--- src/rtl/trainer_pkg.sv ---
// Shared widths, state encoding and helpers for the trainer and its associator.
package trainer_pkg;

    localparam int unsigned DEF_ARG_DEPTH = 2;
    localparam int unsigned DEF_ARG_WIDTH = 8;
    localparam int unsigned DEF_RES_WIDTH = 16;
    localparam int unsigned DEF_ERR_WIDTH = 16;
    localparam int unsigned DEF_FBK_DEPTH = 2;
    localparam int unsigned DEF_FBK_WIDTH = 16;
    localparam int unsigned DEF_SETS      = 4;
    localparam int unsigned DEF_EPOCHS    = 25;
    localparam logic [15:0] DEF_HIGH      = 16'h00ff;

    localparam int unsigned STATE_W = 3;

    localparam logic [STATE_W-1:0] S_IDLE    = 3'd0;
    localparam logic [STATE_W-1:0] S_FWD     = 3'd1;
    localparam logic [STATE_W-1:0] S_RES     = 3'd2;
    localparam logic [STATE_W-1:0] S_BWD     = 3'd3;
    localparam logic [STATE_W-1:0] S_FBK     = 3'd4;
    localparam logic [STATE_W-1:0] S_CHK_FWD = 3'd5;
    localparam logic [STATE_W-1:0] S_CHK_RES = 3'd6;
    localparam logic [STATE_W-1:0] S_DONE    = 3'd7;

    // Address width for an n-entry structure, never below one bit.
    function automatic int unsigned addr_width(input int unsigned n);
        return (n > 1) ? $clog2(n) : 1;
    endfunction

endpackage

--- src/rtl/trainer_table.sv ---
// Sample table: register file with one write port and one combinational read port.
module trainer_table
    import trainer_pkg::*;
#(
    parameter int unsigned DEPTH  = DEF_SETS,
    parameter int unsigned DATA_W = 32,
    parameter int unsigned ADDR_W = addr_width(DEPTH)
)(
    input  logic              clk,
    input  logic              wr_en,
    input  logic [ADDR_W-1:0] wr_addr,
    input  logic [DATA_W-1:0] wr_data,
    input  logic [ADDR_W-1:0] rd_addr,
    output logic [DATA_W-1:0] rd_data_c
);

    logic [DATA_W-1:0] mem [DEPTH];

    // Storage write; contents are deliberately not reset.
    always_ff @(posedge clk) begin
        if (wr_en) begin
            mem[wr_addr] <= wr_data;
        end
    end

    assign rd_data_c = mem[rd_addr];

endmodule

--- src/rtl/trainer.sv ---
// Trainer: drives an associator through EPOCHS learning passes over a sample
// table, then runs one check pass and reports the number of mismatches.
module trainer
    import trainer_pkg::*;
#(
    parameter int unsigned ARG_DEPTH = DEF_ARG_DEPTH,
    parameter int unsigned ARG_WIDTH = DEF_ARG_WIDTH,
    parameter int unsigned RES_WIDTH = DEF_RES_WIDTH,
    parameter int unsigned ERR_WIDTH = DEF_ERR_WIDTH,
    parameter int unsigned FBK_DEPTH = DEF_FBK_DEPTH,
    parameter int unsigned FBK_WIDTH = DEF_FBK_WIDTH,
    parameter int unsigned SETS      = DEF_SETS,
    parameter int unsigned EPOCHS    = DEF_EPOCHS,
    parameter logic [RES_WIDTH-1:0] HIGH = RES_WIDTH'(DEF_HIGH)
)(
    input  logic                           clk,
    input  logic                           rst,
    input  logic                           set_valid,
    output logic                           set_ready,
    input  logic [ARG_DEPTH*ARG_WIDTH-1:0] set_arg,
    input  logic [RES_WIDTH-1:0]           set_tgt,
    input  logic                           start,
    output logic                           arg_valid,
    input  logic                           arg_ready,
    output logic [ARG_DEPTH*ARG_WIDTH-1:0] arg_data,
    input  logic                           res_valid,
    output logic                           res_ready,
    input  logic [RES_WIDTH-1:0]           res_data,
    output logic                           err_valid,
    input  logic                           err_ready,
    output logic [ERR_WIDTH-1:0]           err_data,
    input  logic                           fbk_valid,
    output logic                           fbk_ready,
    input  logic [FBK_DEPTH*FBK_WIDTH-1:0] fbk_data,
    output logic                           en,
    output logic                           busy,
    output logic                           done,
    output logic [$clog2(SETS+1)-1:0]      misses
);

    localparam int unsigned ARG_W  = ARG_DEPTH * ARG_WIDTH;
    localparam int unsigned WORD_W = ARG_W + RES_WIDTH;
    localparam int unsigned IDX_W  = addr_width(SETS);
    localparam int unsigned EP_W   = addr_width(EPOCHS);
    localparam int unsigned MISS_W = $clog2(SETS + 1);

    localparam logic [IDX_W-1:0] LAST_IDX   = IDX_W'(SETS - 1);
    localparam logic [EP_W-1:0]  LAST_EPOCH = EP_W'(EPOCHS - 1);

    logic [STATE_W-1:0]   state_q, state_d;
    logic [IDX_W-1:0]     index_q, index_d;
    logic [IDX_W-1:0]     wptr_q;
    logic [EP_W-1:0]      epoch_q, epoch_d;
    logic [MISS_W-1:0]    misses_d;
    logic [ERR_WIDTH-1:0] err_d;
    logic [RES_WIDTH-1:0] tgt_q;
    logic [RES_WIDTH-1:0] act;
    logic [RES_WIDTH:0]   diff;
    logic                 wr_en;
    logic [WORD_W-1:0]    wr_word;
    logic [WORD_W-1:0]    tbl_word;
    logic [WORD_W-1:0]    rd_word;
    logic                 load_sample;
    logic                 unused_fbk;

    // Feedback payload is consumed by the handshake only.
    assign unused_fbk = ^fbk_data;

    assign wr_en   = set_valid && set_ready;
    assign wr_word = {set_arg, set_tgt};

    trainer_table #(
        .DEPTH  (SETS),
        .DATA_W (WORD_W),
        .ADDR_W (IDX_W)
    ) u_table (
        .clk       (clk),
        .wr_en     (wr_en),
        .wr_addr   (wptr_q),
        .wr_data   (wr_word),
        .rd_addr   (index_d),
        .rd_data_c (tbl_word)
    );

    // Forward a same-cycle write so start together with a write sees fresh data.
    assign rd_word     = (wr_en && (wptr_q == index_d)) ? wr_word : tbl_word;
    assign load_sample = (state_d == S_FWD) || (state_d == S_CHK_FWD);

    // Next state, sample index and epoch.
    always_comb begin
        state_d = state_q;
        index_d = index_q;
        epoch_d = epoch_q;
        case (state_q)
            S_IDLE: begin
                if (start) begin
                    index_d = '0;
                    epoch_d = '0;
                    state_d = S_FWD;
                end
            end
            S_FWD: begin
                if (arg_valid && arg_ready) state_d = S_RES;
            end
            S_RES: begin
                if (res_ready && res_valid) state_d = S_BWD;
            end
            S_BWD: begin
                if (err_valid && err_ready) state_d = S_FBK;
            end
            S_FBK: begin
                if (fbk_ready && fbk_valid) begin
                    if (index_q != LAST_IDX) begin
                        index_d = index_q + IDX_W'(1);
                        state_d = S_FWD;
                    end else begin
                        index_d = '0;
                        if (epoch_q != LAST_EPOCH) begin
                            epoch_d = epoch_q + EP_W'(1);
                            state_d = S_FWD;
                        end else begin
                            state_d = S_CHK_FWD;
                        end
                    end
                end
            end
            S_CHK_FWD: begin
                if (arg_valid && arg_ready) state_d = S_CHK_RES;
            end
            S_CHK_RES: begin
                if (res_ready && res_valid) begin
                    if (index_q != LAST_IDX) begin
                        index_d = index_q + IDX_W'(1);
                        state_d = S_CHK_FWD;
                    end else begin
                        state_d = S_DONE;
                    end
                end
            end
            S_DONE: begin
                state_d = S_IDLE;
            end
            default: begin
                state_d = S_IDLE;
            end
        endcase
    end

    // Error from the thresholded result, and mismatch counting in the check pass.
    always_comb begin
        err_d    = err_data;
        misses_d = misses;
        act      = res_data[RES_WIDTH-1] ? '0 : HIGH;
        diff     = {tgt_q[RES_WIDTH-1], tgt_q} - {act[RES_WIDTH-1], act};
        if ((state_q == S_IDLE) && start) begin
            misses_d = '0;
        end
        if (res_ready && res_valid) begin
            err_d = ERR_WIDTH'($signed(diff));
            if ((state_q == S_CHK_RES) && (err_d != '0)) begin
                misses_d = misses + MISS_W'(1);
            end
        end
    end

    // State register.
    always_ff @(posedge clk or posedge rst) begin
        if (rst) begin
            state_q <= S_IDLE;
        end else begin
            state_q <= state_d;
        end
    end

    // Datapath registers: pointers, counters, current sample and error.
    always_ff @(posedge clk or posedge rst) begin
        if (rst) begin
            index_q  <= '0;
            epoch_q  <= '0;
            wptr_q   <= '0;
            misses   <= '0;
            err_data <= '0;
            tgt_q    <= '0;
            arg_data <= '0;
        end else begin
            index_q  <= index_d;
            epoch_q  <= epoch_d;
            misses   <= misses_d;
            err_data <= err_d;
            if (wr_en) begin
                wptr_q <= (wptr_q == LAST_IDX) ? '0 : wptr_q + IDX_W'(1);
            end
            if (load_sample) begin
                arg_data <= rd_word[WORD_W-1 -: ARG_W];
                tgt_q    <= rd_word[RES_WIDTH-1:0];
            end
        end
    end

    // Handshake and status outputs, registered from the next state.
    always_ff @(posedge clk or posedge rst) begin
        if (rst) begin
            set_ready <= 1'b1;
            arg_valid <= 1'b0;
            res_ready <= 1'b0;
            err_valid <= 1'b0;
            fbk_ready <= 1'b0;
            en        <= 1'b0;
            busy      <= 1'b0;
            done      <= 1'b0;
        end else begin
            set_ready <= (state_d == S_IDLE);
            arg_valid <= load_sample;
            res_ready <= (state_d == S_RES) || (state_d == S_CHK_RES);
            err_valid <= (state_d == S_BWD);
            fbk_ready <= (state_d == S_FBK);
            en        <= (state_d == S_FWD) || (state_d == S_RES) ||
                         (state_d == S_BWD) || (state_d == S_FBK);
            busy      <= (state_d != S_IDLE) && (state_d != S_DONE);
            done      <= (state_d == S_DONE);
        end
    end

endmodule

--- config.mk ---
export PLATFORM = sky130hd
export DESIGN_NAME = trainer
export DESIGN_NICKNAME = d
export VERILOG_FILES = /design/src/rtl/trainer_pkg.sv /design/src/rtl/trainer_table.sv /design/src/rtl/trainer.sv
export SDC_FILE = /design/constraint.sdc
export NUM_CORES = 1
export LEC_CHECK = 0
export BUFFER_PORTS_ARGS = -buffer_cell sky130_fd_sc_hd__buf_4
export CAP_MARGIN = 20
export CORE_UTILIZATION = 55
export CTS_CLUSTER_SIZE = 14
export DETAILED_ROUTE_END_ITERATION = 12
export PLACE_DENSITY = 0.81
export SETUP_SLACK_MARGIN = 0.2
export SLEW_MARGIN = 20
export SYNTH_ARGS = -nofsm -noshare
export SYNTH_HDL_FRONTEND = slang
export SYNTH_SLANG_ARGS = --single-unit
--- constraint.sdc ---
create_clock -name clk -period 2.95 [get_ports clk]
set_input_delay 0.295 -clock clk [delete_from_list [all_inputs] [get_ports clk]]
set_output_delay 0.295 -clock clk [all_outputs]
set_load 0.01 [all_outputs]
==> results.md <==
* Result of the run: finished, final reports clean
* Category of the most critical setup path: register to register
* Max IR drop VDD at 0.000725 V
* RSZ-0062 raised after global routing: true
* F_max at 367 MHz
* Total Routing Usage GR at 0.238
* Net count after synthesis at 753
* Remaining number of nets flagged by the antenna check after routing at 0
* Largest fanout on the critical path at 4
* Inserted Diodes at 0
* Number of instances in the synthesized netlist at 646
* Depth of the most critical reg-to-reg path at 12
* Number of rows in the core area at 45
* Setup crit end kind: register
* Number of H-tree levels at 4
* Seq/Total Area, Yosys at 0.651
* Worst reg2reg setup slack at 220 ps
* Via count normalized by instance count at 5.90
* Final-report hold violation count at 0
* YS warnings at 0
* Max-slew violation total from the final report at 0
* Top-area cell type share of the netlist area at 0.445
* Reported max-cap violation count at 0
* Total grt overflow at 0
* Worst Tran Pin Value at 909 ps
* Final setup violation count at 0
* Required time reported for the critical path endpoint at 3270 ps
* Fraction of layout instances using a drive strength above 1 at 0.257
* Most area-hungry cell type in the Yosys netlist: sky130_fd_sc_hd__edfxtp_1
* Starting density of the core at 0.566
* Detailed-routing iteration count for the pre-antenna-repair pass at 5
* Leak pwr at 3.91 nW
* Placeable Area at 15300 sq um
* Crit-path leading delay family: compound AO/OA/AOI/OAI gates
* DRC violation count after routing at 0
* Layout overhead on the synthesized area at 18.2%
* Die Ht at 127 microns
* Routed WL at 18400 microns
* Final weighted congestion of routability-driven global placement at 0.849
* Max Root-Sink Buffers at 2
* Total power per unit cell area at 928 nW/um^2
* Fraction of registers with async set or reset after synthesis at 0.357
* Distinct cell type count of the synthesized netlist at 57
* CTS tree: yes
* Number of buffers added by the clock tree synthesis step at 17
* Library cell contributing the largest single delay on the critical path: sky130_fd_sc_hd__dfrtp_1
* I/O pin cnt at 131
* Clock-pin transition on the worst setup and hold timing paths at 70 ps
* Most used cell, CP: sky130_fd_sc_hd__a21o_1
* Slew margin rel. at 0.394
* Setup Total Neg Slack at 0 ps
* Clk root buf: sky130_fd_sc_hd__clkbuf_16
* Die Span X at 127 microns
* Later-pin clock latency in the skew report at 430 ps
* Pin count of the biggest net entering global routing at 66
* Final clock period utilization by the worst path at 0.924
* Number of input and output port buffers inserted at 83
* Cell area after technology mapping at 8640 sq um
* WP buf/inv at 2
* Most used flip-flop cell after synthesis: sky130_fd_sc_hd__edfxtp_1
* Flip-flop and latch count after synthesis at 199
* Arrival @ worst endpoint at 3050 ps
* Capture point of the worst reg-to-reg path: misses[2]
* Clock sink count at 199
* Final Power at 9.48 mW
* Syn_area_per_cell at 13.4 sq um
* Final HPWL from detailed placement at 11400 microns
* Tmin final at 2730 ps
* Setup crit start kind: register
* Stage delay of the slowest cell on the critical path at 410 ps
* CTS hold repair buffers at 0
* CP startpoint: tgt_q[0]
* Path type of the worst min-delay path: input pin to asynchronous set/reset pin
* Critical path cell sequence: inv_1 > ha_2 > inv_2 > fa_2 > a21o_1 > a221oi_2 > xor2_1 > o2111ai_1 > and4bb_1 > a21o_4 > mux2i_1 > a21o_1
* Via Count at 5635
* Final layout net count at 838
* Initial antenna violation count at 0
* First-pass GRT wire length at 29500 microns
* Final routed wire length divided by cell count at 19.3 microns
* Launching point of the worst reg2reg path: tgt_q[0]
* Number of global-route vias before repair at 5842
* Cell types occupying the most area after synthesis: sky130_fd_sc_hd__edfxtp_1 (45%), sky130_fd_sc_hd__dfrtp_1 (20%), sky130_fd_sc_hd__mux2_2 (4.4%)
* Starting DRT DRC Count at 481
* Max Clock Skew at 8.38 ps
* Total die area at 16200 sq um
* Number of enable flip-flop cells after synthesis at 128
[cells in the final DEF (no fill, tap or decap), types with 7 or more instances in the layout]
| master | instances |
|---|---|
| sky130_fd_sc_hd__edfxtp_1 | 128 |
| sky130_fd_sc_hd__buf_4 | 96 |
| sky130_fd_sc_hd__nand2_1 | 93 |
| sky130_fd_sc_hd__dfrtp_1 | 68 |
| sky130_fd_sc_hd__mux2i_1 | 35 |
| sky130_fd_sc_hd__mux2_2 | 34 |
| sky130_fd_sc_hd__o211ai_1 | 33 |
| sky130_fd_sc_hd__a22oi_1 | 33 |
| sky130_fd_sc_hd__nor2_1 | 23 |
| sky130_fd_sc_hd__o21ai_0 | 19 |
| sky130_fd_sc_hd__clkbuf_16 | 17 |
| sky130_fd_sc_hd__ha_1 | 16 |
| sky130_fd_sc_hd__inv_1 | 13 |
| sky130_fd_sc_hd__xor2_1 | 10 |
| sky130_fd_sc_hd__nand3_1 | 8 |
| sky130_fd_sc_hd__nor3_1 | 7 |
[per-stage QoR]
stage                      util  cell area, sq um  std cells  hold WS (ps)  setup slack [ps]
after CTS                 0.665             10100        953          51.6               195
after global placement    0.627              9570        919           461              97.7
after detailed placement  0.627              9570        919           472              12.7
after floorplan               -              8640        646           394               343
final                     0.669             10200        955          39.6               224
after global routing      0.669             10200        955          58.7               105
[layout make-up]
type                       count  area (sq um)
clock buffer                  19           433
clock inverter                13           105
sequential                   199          5620
tap                          211           264
multi-input combinational    398          2940
timing repair buffer         100           783
fill                        1045          5050
inverter                      15          56.3
[worst register-to-register path, cell delays in order (launching register included)]
cell                        delay [ps]
sky130_fd_sc_hd__dfrtp_1           410
sky130_fd_sc_hd__inv_1              70
sky130_fd_sc_hd__ha_2              180
sky130_fd_sc_hd__inv_2              40
sky130_fd_sc_hd__fa_2              340
sky130_fd_sc_hd__a21o_1            220
sky130_fd_sc_hd__a221oi_2          320
sky130_fd_sc_hd__xor2_1            210
sky130_fd_sc_hd__o2111ai_1         130
sky130_fd_sc_hd__and4bb_1          280
sky130_fd_sc_hd__a21o_4            150
sky130_fd_sc_hd__mux2i_1            80
sky130_fd_sc_hd__a21o_1            200
[logic make-up after synthesis]
logic type,Yosys count,share of synthesized area
AOI/OAI and AO/OA,127,0.107
xor gates and xnor gates,16,0.0162
adders and majority gates,19,0.0284
buffers and inverters,49,0.0230
DFF,199,0.651
muxes,69,0.0849
and+or+nand+nor,167,0.0892
[power by group]
| group | switching, mW | internal [mW] | total [mW] |
|---|---|---|---|
| Clock | 0.986 | 1.16 | 2.14 |
| Combinational | 1.89 | 1.49 | 3.37 |
| Sequential | 0.424 | 3.53 | 3.96 |
[cell usage after synthesis, types with 5 or more instances]
| library cell | number |
|---|---|
| sky130_fd_sc_hd__a21oi_1 | 5 |
| sky130_fd_sc_hd__ha_1 | 18 |
| sky130_fd_sc_hd__inv_1 | 15 |
| sky130_fd_sc_hd__nor3_1 | 7 |
| sky130_fd_sc_hd__edfxtp_1 | 128 |
| sky130_fd_sc_hd__a22oi_1 | 33 |
| sky130_fd_sc_hd__xor2_1 | 10 |
| sky130_fd_sc_hd__mux2i_1 | 35 |
| sky130_fd_sc_hd__dfrtp_1 | 70 |
| sky130_fd_sc_hd__and3_1 | 9 |
| sky130_fd_sc_hd__nand2_1 | 93 |
| sky130_fd_sc_hd__a21o_1 | 5 |
| sky130_fd_sc_hd__nand3_1 | 8 |
| sky130_fd_sc_hd__buf_2 | 12 |
| sky130_fd_sc_hd__clkbuf_1 | 22 |
| sky130_fd_sc_hd__o211ai_1 | 33 |
| sky130_fd_sc_hd__mux2_2 | 34 |
| sky130_fd_sc_hd__o21ai_0 | 20 |
| sky130_fd_sc_hd__xnor2_1 | 6 |
| sky130_fd_sc_hd__nor2_1 | 23 |
[how the worst max path moves through the flow]
stage                     end  slack [ps]  cells after the start
floorplan           misses[2]         340                     12
global placement    misses[2]         100                     13
detailed placement  misses[2]          10                     13
finish              misses[2]         220                     12
global route        misses[2]         110                     12
CTS                 misses[2]         200                     12
[per-layer routing]
layer / global-route usage / vias to the layer above / wire, microns / part of all wire
li1: - / 2592 / - / -
met5: 0 / - / 0 / 0
met3: 0.0523 / 23 / 998 / 0.054
met1: 0.286 / 2831 / 7530 / 0.41
met2: 0.420 / 189 / 9570 / 0.52
met4: 0.0910 / 0 / 316 / 0.017
[timing repair]
item	CTS	global route
pin swaps	3	4
resized for setup	3	12
buffers inserted	2	2
endpoints found under the setup margin	2	35
[state kept, by name, indices dropped and copies added (netlist names)]
register,cells
set_ready,1
u_table.mem,128
en,1
busy,1
err_valid,1
fbk_ready,1
res_ready,1
arg_data,16
index_q,2
epoch_q,5
tgt_q,16
arg_valid,1
err_data,16
wptr_q,2
misses,3
state_q,3
done,1
(Power assumes the default switching activity.)
